===== src/rtl/ppu_pkg.sv =====
// Shared PPU types and frame buffer geometry used by the PPU and the frame buffer writer.
package ppu_pkg;

    localparam int unsigned LCD_W         = 160;
    localparam int unsigned LCD_H         = 144;
    localparam int unsigned FB_LINE_BYTES = LCD_W / 4;
    localparam int unsigned FB_BANK_BYTES = LCD_H * FB_LINE_BYTES;

    typedef enum logic [1:0] {
        H_BLANK = 2'd0,
        V_BLANK = 2'd1,
        SCAN    = 2'd2,
        DRAW    = 2'd3
    } PPU_STATES_t;

    typedef enum logic [2:0] {
        OFF,
        WAIT_DRAW,
        ACTIVE,
        FLUSH,
        VBLANK
    } FB_WR_STATES_t;

    // Byte address of column col (4 pixels per byte) on a given line and bank.
    function automatic logic [31:0] fb_byte_addr(input logic        bank,
                                                 input logic [7:0]  line,
                                                 input logic [5:0]  col,
                                                 input int unsigned line_bytes,
                                                 input int unsigned bank_bytes);
        logic [31:0] base;
        base = bank ? bank_bytes : 32'd0;
        return base + 32'(line) * line_bytes + 32'(col);
    endfunction

endpackage


===== src/rtl/ppu_fb_writer_packer.sv =====
// Palette lookup and 2bpp packing of one line of pixels; flags full bytes and
// the partial byte left over at end of line.
module ppu_px_packer #(
    parameter int unsigned LCD_W = 160
) (
    input  logic       clk,
    input  logic       rst,
    input  logic       clr_i,
    input  logic       accept_i,
    input  logic       flush_i,
    input  logic [1:0] px_i,
    input  logic [7:0] bgp_i,
    output logic       byte_done_o,
    output logic [7:0] byte_data_o,
    output logic       flush_we_o,
    output logic [7:0] flush_data_o,
    output logic [5:0] col_o
);

    logic [7:0] x_q, x_d;
    logic [7:0] pack_q, pack_d;
    logic [1:0] shade;
    logic       take;

    always_comb begin
        unique case (px_i)
            2'd0:    shade = bgp_i[1:0];
            2'd1:    shade = bgp_i[3:2];
            2'd2:    shade = bgp_i[5:4];
            default: shade = bgp_i[7:6];
        endcase
    end

    // Pixels beyond the visible width are swallowed; x parks at LCD_W.
    assign take         = accept_i && (32'(x_q) < LCD_W);
    assign byte_data_o  = {pack_q[5:0], shade};
    assign byte_done_o  = take && (x_q[1:0] == 2'd3);
    assign col_o        = x_q[7:2];
    assign flush_we_o   = flush_i && (x_q[1:0] != 2'd0);

    // Left-justify the pixels already shifted in; unfilled positions read as 0.
    always_comb begin
        unique case (x_q[1:0])
            2'd1:    flush_data_o = {pack_q[1:0], 6'b0};
            2'd2:    flush_data_o = {pack_q[3:0], 4'b0};
            2'd3:    flush_data_o = {pack_q[5:0], 2'b0};
            default: flush_data_o = 8'h00;
        endcase
    end

    always_comb begin
        x_d    = x_q;
        pack_d = pack_q;
        if (clr_i || flush_i) begin
            x_d    = 8'd0;
            pack_d = 8'h00;
        end else if (take) begin
            x_d    = x_q + 8'd1;
            pack_d = byte_data_o;
        end
    end

    always_ff @(posedge clk) begin
        if (rst) begin
            x_q    <= 8'd0;
            pack_q <= 8'h00;
        end else begin
            x_q    <= x_d;
            pack_q <= pack_d;
        end
    end

endmodule


===== src/rtl/ppu_fb_writer.sv =====
// Frame buffer writer: sequences lines and frames from the PPU mode, generates
// byte addresses and (optionally) flips between two frame buffer banks.
module ppu_fb_writer
    import ppu_pkg::*;
#(
    parameter int unsigned LCD_W      = 160,
    parameter int unsigned LCD_H      = 144,
    parameter bit          DOUBLE_BUF = 1'b1,
    parameter int unsigned FB_AW      = 14
) (
    input  logic             clk,
    input  logic             rst,
    input  logic             lcd_en,
    input  logic [1:0]       ppu_mode,
    input  logic [1:0]       px_in,
    input  logic             px_valid,
    input  logic [7:0]       bgp,
    output logic             fb_we,
    output logic [FB_AW-1:0] fb_addr,
    output logic [7:0]       fb_wdata,
    output logic             fb_bank,
    output logic             frame_done,
    output logic [7:0]       line_cnt
);

    localparam int unsigned LINE_BYTES = LCD_W / 4;
    localparam int unsigned BANK_BYTES = LCD_H * LINE_BYTES;

    PPU_STATES_t      mode;
    FB_WR_STATES_t    state_q, state_d;
    logic [7:0]       line_q, line_d, line_inc;
    logic             bank_q, bank_d;
    logic             fb_we_q, fb_we_d;
    logic [FB_AW-1:0] fb_addr_q, fb_addr_d;
    logic [7:0]       fb_wdata_q, fb_wdata_d;
    logic             frame_done_q, frame_done_d;
    logic             enter_vblank;
    logic             clr, accept, flush;
    logic             byte_done, flush_we;
    logic [7:0]       byte_data, flush_data;
    logic [5:0]       col;

    assign mode     = PPU_STATES_t'(ppu_mode);
    assign clr      = rst || !lcd_en;
    assign accept   = (state_q == ACTIVE) && px_valid;
    assign flush    = (state_q == FLUSH);
    assign line_inc = line_q + 8'd1;

    ppu_px_packer #(
        .LCD_W (LCD_W)
    ) u_packer (
        .clk          (clk),
        .rst          (rst),
        .clr_i        (clr),
        .accept_i     (accept),
        .flush_i      (flush),
        .px_i         (px_in),
        .bgp_i        (bgp),
        .byte_done_o  (byte_done),
        .byte_data_o  (byte_data),
        .flush_we_o   (flush_we),
        .flush_data_o (flush_data),
        .col_o        (col)
    );

    always_comb begin
        state_d      = state_q;
        line_d       = line_q;
        bank_d       = bank_q;
        fb_we_d      = 1'b0;
        fb_addr_d    = fb_addr_q;
        fb_wdata_d   = fb_wdata_q;
        frame_done_d = 1'b0;
        enter_vblank = 1'b0;

        unique case (state_q)
            OFF:       state_d = WAIT_DRAW;
            WAIT_DRAW: begin
                if (mode == DRAW) begin
                    state_d = ACTIVE;
                end else if (mode == V_BLANK && line_q != 8'd0) begin
                    enter_vblank = 1'b1;
                end
            end
            ACTIVE:    if (mode != DRAW) state_d = FLUSH;
            FLUSH: begin
                line_d = line_inc;
                if (32'(line_inc) == LCD_H) enter_vblank = 1'b1;
                else                        state_d = WAIT_DRAW;
            end
            VBLANK:    if (mode == SCAN || mode == DRAW) state_d = WAIT_DRAW;
            default:   state_d = OFF;
        endcase

        // Single entry point into VBLANK keeps frame_done to one pulse per frame.
        if (enter_vblank) begin
            state_d      = VBLANK;
            frame_done_d = 1'b1;
            line_d       = 8'd0;
            bank_d       = DOUBLE_BUF ? ~bank_q : 1'b0;
        end

        if (byte_done || flush_we) begin
            fb_we_d    = 1'b1;
            fb_wdata_d = byte_done ? byte_data : flush_data;
            fb_addr_d  = FB_AW'(fb_byte_addr(bank_q, line_q, col, LINE_BYTES, BANK_BYTES));
        end

        if (!lcd_en) begin
            state_d      = OFF;
            line_d       = 8'd0;
            bank_d       = 1'b0;
            fb_we_d      = 1'b0;
            fb_addr_d    = '0;
            fb_wdata_d   = 8'h00;
            frame_done_d = 1'b0;
        end
    end

    always_ff @(posedge clk) begin
        if (rst) begin
            state_q      <= OFF;
            line_q       <= 8'd0;
            bank_q       <= 1'b0;
            fb_we_q      <= 1'b0;
            fb_addr_q    <= '0;
            fb_wdata_q   <= 8'h00;
            frame_done_q <= 1'b0;
        end else begin
            state_q      <= state_d;
            line_q       <= line_d;
            bank_q       <= bank_d;
            fb_we_q      <= fb_we_d;
            fb_addr_q    <= fb_addr_d;
            fb_wdata_q   <= fb_wdata_d;
            frame_done_q <= frame_done_d;
        end
    end

    assign fb_we      = fb_we_q;
    assign fb_addr    = fb_addr_q;
    assign fb_wdata   = fb_wdata_q;
    assign fb_bank    = bank_q;
    assign frame_done = frame_done_q;
    assign line_cnt   = line_q;

endmodule


===== config.mk =====
export PLATFORM = sky130hd
export DESIGN_NAME = ppu_fb_writer
export DESIGN_NICKNAME = d
export VERILOG_FILES = /design/src/rtl/ppu_pkg.sv /design/src/rtl/ppu_fb_writer_packer.sv /design/src/rtl/ppu_fb_writer.sv
export SDC_FILE = /design/constraint.sdc
export NUM_CORES = 1
export LEC_CHECK = 0
export CORE_ASPECT_RATIO = 0.7
export CORE_MARGIN = 4
export CORE_UTILIZATION = 35
export CTS_BUF_LIST = sky130_fd_sc_hd__clkbuf_4 sky130_fd_sc_hd__clkbuf_8
export CTS_CLUSTER_DIAMETER = 60
export CTS_CLUSTER_SIZE = 12
export DETAILED_ROUTE_END_ITERATION = 8
export SKIP_CTS_REPAIR_TIMING = 1
export SYNTH_ARGS = -nofsm -noshare
export SYNTH_HDL_FRONTEND = slang
export SYNTH_SLANG_ARGS = --single-unit

===== constraint.sdc =====
create_clock -name clk -period 9.2 [get_ports clk]
set_input_delay 0.92 -clock clk [delete_from_list [all_inputs] [get_ports clk]]
set_output_delay 0.92 -clock clk [all_outputs]
set_load 0.02 [all_outputs]

Word-level counts from Yosys, hierarchy flattened

Cells that the tools add are included.

$add $sub $neg: 4
Multipliers: 1
Order comparisons: 1
Equal/unequal tests: 22
Mux-type cells: 16
Bitwise logic cells: 2
Reductions and logical operators: 19

Operators with widths:

| operator                                                            | count |
|---|---|
| 8-bit one-hot mux with 3 select lines                               | 1 |
| 8-bit by 1-bit adder with 8-bit output, second input constant       | 2 |
| 3-bit 2-to-1 mux                                                    | 5 |
| 3-bit one-hot mux with 5 select lines                               | 1 |
| 13-bit by 14-bit adder with 14-bit output                           | 1 |
| 14-bit by 6-bit adder with 14-bit output                            | 1 |
| 13-bit 2-to-1 mux                                                   | 1 |
| 8-bit by 3-bit multiplier with 11-bit output, second input constant | 1 |
| 2-bit == test, second input constant                                | 5 |
| 3-bit != test, second input constant                                | 3 |
| 8-bit == test, second input constant                                | 1 |
| 8-bit < comparator, second input constant                           | 1 |
| 8-bit 2-to-1 mux                                                    | 1 |
| 2-bit != test, second input constant                                | 4 |
| 4-bit AND reduction                                                 | 2 |
| 8-bit nonzero test                                                  | 1 |
| 2-bit by 1-bit == test with 1-bit output, second input constant     | 3 |
| 3-bit by 2-bit == test with 1-bit output, second input constant     | 2 |
| 2-bit one-hot mux with 3 select lines                               | 1 |
| 1-bit logical AND                                                   | 5 |
| 1-bit 2-to-1 mux                                                    | 5 |
| 1-bit logical OR                                                    | 4 |
| 2-bit OR reduction                                                  | 2 |
| 3-bit by 1-bit == test with 1-bit output, second input constant     | 1 |
| 10 further kinds                                                    | 11 |

Register bits after elaboration: 50
Bits of input ports: 16
Output and inout port bits: 33
Logic and storage cells: 75

Longest topological paths before layout

Depth in word-level cells: 7
Gate-level depth with buffers: 13
Mapped depth without buffers: 13

Cells and area by module

From an unflattened synthesis, not the netlist that was laid out.

Cells, all modules: 360
Area total of the unflattened synthesis: 3,093.0 µm²

Modules (own cells, without submodules):

| module        | times used | cells each | area each (µm²) | seq. area each (µm²) |
|---|---|---|---|---|
| ppu_fb_writer | 1          | 258        | 2,220.9         | 720.7 |
| ppu_px_packer | 1          | 102        | 872.1           | 280.3 |

Least setup slack after synthesis

No wires, ideal clock.

Kind: register to register
Start: reg line_q[1] (netlist: line_cnt[1])
End: reg fb_addr_q[13] (netlist: fb_addr[13])
Library setup time: 0.079 ns
Arrival time: 3.108 ns
Required time: 9.121 ns
Slack: 6.013 ns
Cell stages (with the launch flop): 12
Buffers on the path: 0
Clock period less this slack: 3.187 ns
Cells stage by stage: dfxtp_1 -> ha_1 -> ha_1 -> fa_1 -> a21o_1 -> a21oi_1 -> xnor2_1 -> ha_1 -> a21o_1 -> a41o_1 -> a311o_1 -> o211ai_1

Cells in the longest elaborated chain, start to end: 3

RTL lines:

| what                                         | RTL line             | RTL |
|---|---|---|
| start: declaration                           | ppu_fb_writer.sv:31  | `logic [7:0] line_q, line_d, line_inc;` |
| start signal: assignment                     | ppu_fb_writer.sv:131 | `line_q <= line_d;` |
| 8-bit by 3-bit multiplier with 11-bit output | ppu_pkg.sv:32        | `return base + 32'(line) * line_bytes + 32'(col);` |
| 13-bit by 14-bit adder with 14-bit output    | ppu_pkg.sv:32        |  |
| 14-bit by 6-bit adder with 14-bit output     | ppu_pkg.sv:32        |  |
| end signal: assignment                       | ppu_fb_writer.sv:134 | `fb_addr_q <= fb_addr_d;` |
| end: declaration                             | ppu_fb_writer.sv:34  | `logic [FB_AW-1:0] fb_addr_q, fb_addr_d;` |

No other way between the ends.
A chain may end at the register's enable or synchronous reset.

Worst setup path in the final report

Same ends and word-level chain as after synthesis.

==> impl_metrics.toml <==
[timing]
worst_clock_skew_ns = 0.008589
finalHoldViolCount = 0
fin_tns_setup_ns = 0
finalCritPeriodShare_pct = 36.14
period_needed_ns = 3.325
max_freq_mhz = 300.8
setup-violations-final = 0
worstMarginPinSlew_ns = 0.9295
slew_headroom_pct = 38.04
maxSlewViolCount = 0
rsz0062_at_grt = "false"

[pwr]
p_total_uw = 366.5
p_per_area_nw_per_um2 = 98.21
power.leakage_uw = 0.001424
ir_drop_mv = 0.05818

[worst_setup_path]
crit_fanout = 11
criticalPathCategory = "flip-flop to flip-flop"
crit_buf_inv = 0
rrSetupSlack_ns = 5.88
startpoint_type = "flip-flop"
crit_path_frequent_cell = "ha_1"
crit_path_end_kind = "flip-flop"
worstReg2RegStart = "line_cnt[1]$_SDFFE_PP0P_"
slowest_stage = "dfxtp_1"
critical_path.cell_chain = "ha_1 -> ha_1 -> fa_1 -> a21o_1 -> a21oi_1 -> xnor2_1 -> ha_1 -> a21o_1 -> a41o_1 -> a311o_1 -> o211ai_1"
cpPeakStageDelay_ns = 0.57
critical-path-top-delay-family = "compound AO/OA/AOI/OAI gates"
reg2reg_to = "fb_addr[13]$_SDFFE_PP0P_"
reg2reg_depth = 11
cp.required_ns = 9.44
cp.arrival_ns = 3.56

[run_status]
outcome = "complete, no violations"

[synth]
yosysTopAreaCellShare_pct = 32.64
yosysWarnings = 0
synth_area_um2 = 3067
ys_async_sr_fraction_pct = 0
synth_top_area_cell = "dfxtp_1"
syn-num-nets = 400
postSynthAreaPerCell_um2 = 8.639
synth_ff_type = "dfxtp_1"
synth_seq_cells = 50
syn_inst = 355
ys_seq_area_share_pct = 32.64
synthTopCellsByArea = "dfxtp_1 (33%), ha_1 (11%), nor2_1 (4.8%), nand2_1 (4.7%), a21oi_1 (4.6%)"
ys_types = 57
synth-edff-count = 0

[layout]
area_delta_synth_final_pct = 21.71
fin_cells = 517
fill_cells = 873
layout_commonest_cell = "dfxtp_1"
nNetsFinal = 441
antennaDiodeCount = 0
final_cell_mix = "dfxtp_1 (50), clkdlybuf4s50_1 (48), nor2_1 (39), nand2_1 (38), a21oi_1 (28)"
drive_above_1_share_pct = 5.793
final_area_um2 = 3732

[floorplan]
core_area_um2 = 8478
dieArea_um2 = 10350
rows = 28
ioPinCount = 49
dieWidth_um = 119.9
start_util_pct = 36.17
die_h_um = 86.32

[detailed_routing]
dr.pass1.iters = 4
drt_wl_total_mm = 7.142
wire_per_inst_um = 13.81
ant_nets = 0
first_iter_violations = 172
via_count = 2663
drc = 0
via_per_inst = 5.151

[global_routing]
grt_pass1_wl_mm = 11.79
grt-ovfl-total = 0
grt_pass1_vias = 2351
track_usage_pct = 13.89
antenna_found_initial = 0
grt_max_degree = 25

[place]
dpl.cell_count = 509
port_buffers = 48
globalplace.congestion = 0.8001
hpwlAfterDp_mm = 5.377
place_area_um2 = 3642

[clock_network]
cts_root_buffer = "clkbuf_8"
tritoncts = "built"
numCtsBuffers = 5
clkTransAtPathRegs_ns = 0.10
cts_max_level = 2
cts_buffer_depth = 2
clkLatencyLatePin_ns = 0.31
cts_sinks = 50

[hold_path]
hold_end = "fb_wdata[2]$_SDFFE_PP0P_"
hold_depth = 2
min_from = "fb_wdata[2]$_SDFFE_PP0P_"
min_path_type = "flip-flop to flip-flop"

[run]
maxCapViolCount = 0
[area by class of cell]
type / instances / area, µm² / area share [%]
clock buffers: 5 / 68.82 / 1.844
clock inverters: 3 / 21.27 / 0.5699
inverters: 10 / 37.54 / 1.006
multi-input cells: 278 / 1951 / 52.26
flip-flops and latches: 50 / 1001 / 26.82
well taps: 120 / 150.1 / 4.023
repair buffers: 51 / 503.0 / 13.48
[worst reg2reg max path, cell delays in order, from the launching register on]
cell	delay [ns]
dfxtp_1	0.57
ha_1	0.31
ha_1	0.24
fa_1	0.41
a21o_1	0.18
a21oi_1	0.21
xnor2_1	0.18
ha_1	0.28
a21o_1	0.20
a41o_1	0.24
a311o_1	0.36
o211ai_1	0.08
[sequential cells by signal (all words and copies together) (netlist names)]
| signal | flops |
|---|---|
| fb_addr | 14 |
| u_packer.x_q | 8 |
| line_cnt | 8 |
| fb_bank | 1 |
| frame_done | 1 |
| fb_wdata | 8 |
| fb_we | 1 |
| u_packer.pack_q | 6 |
| state_q | 3 |
[metrics by stage]
stage	hold slack, ns	worst slack [ns]	utilization [%]
floorplan	0.4448	6.013	-
global placement	0.4418	5.970	42.96
detailed placement	0.4478	5.907	42.96
CTS	0.4604	5.873	44.02
global route	0.4833	5.707	44.02
finish	0.4554	5.875	44.02
[logic make-up after synthesis]
group / Yosys count / synth area share, %
DFF: 50 / 32.64
buffers and inverters: 27 / 3.754
and+or+nand+nor: 138 / 22.97
adders and majority gates: 29 / 12.32
muxes: 8 / 3.427
AOI/OAI and AO/OA: 81 / 18.60
xor gates and xnor gates: 22 / 6.283
[cells in the mapped netlist (3+ instances only)]
cell type,instances
nand2b_1,4
a21oi_1,28
o21ai_0,12
nor3_1,7
a211oi_1,6
xnor2_1,15
nand2_1,38
a21o_1,7
a32oi_1,3
a31oi_1,5
dfxtp_1,50
and3_1,4
nand3b_1,4
inv_1,10
ha_1,27
nor2_1,39
clkbuf_1,7
nand3_1,22
mux2i_1,6
xor2_1,7
buf_2,8
[metal layers]
layer / global-route usage, % / wire (µm) / part of all wire [%] / vias to the layer above
li1: - / - / - / 1363
met1: 21.15 / 3767 / 53 / 1222
met2: 19.83 / 2804 / 39 / 71
met3: 3.001 / 498 / 7.0 / 7
met4: 3.430 / 72 / 1.0 / 0
met5: 0 / 0 / 0 / -
[where the power goes]
group | switching [µW] | internal [µW]
Combinational | 7.97 | 9.45
Clock | 78.1 | 53.6
Sequential | 0.800 | 217
[worst max-delay path by stage]
stage,from,endpoint,slack (ns),cells past startpoint
after CTS,line_cnt[1]$_SDFFE_PP0P_,fb_addr[13]$_SDFFE_PP0P_,5.87,11
after floorplan,line_cnt[1]$_SDFFE_PP0P_,fb_addr[13]$_SDFFE_PP0P_,6.01,11
final,line_cnt[1]$_SDFFE_PP0P_,fb_addr[13]$_SDFFE_PP0P_,5.88,11
after global placement,line_cnt[1]$_SDFFE_PP0P_,fb_addr[13]$_SDFFE_PP0P_,5.97,11
after global routing,line_cnt[1]$_SDFFE_PP0P_,fb_addr[13]$_SDFFE_PP0P_,5.71,11
after detailed placement,line_cnt[1]$_SDFFE_PP0P_,fb_addr[13]$_SDFFE_PP0P_,5.91,11
Note: power is estimated with default switching activity, not from simulation.
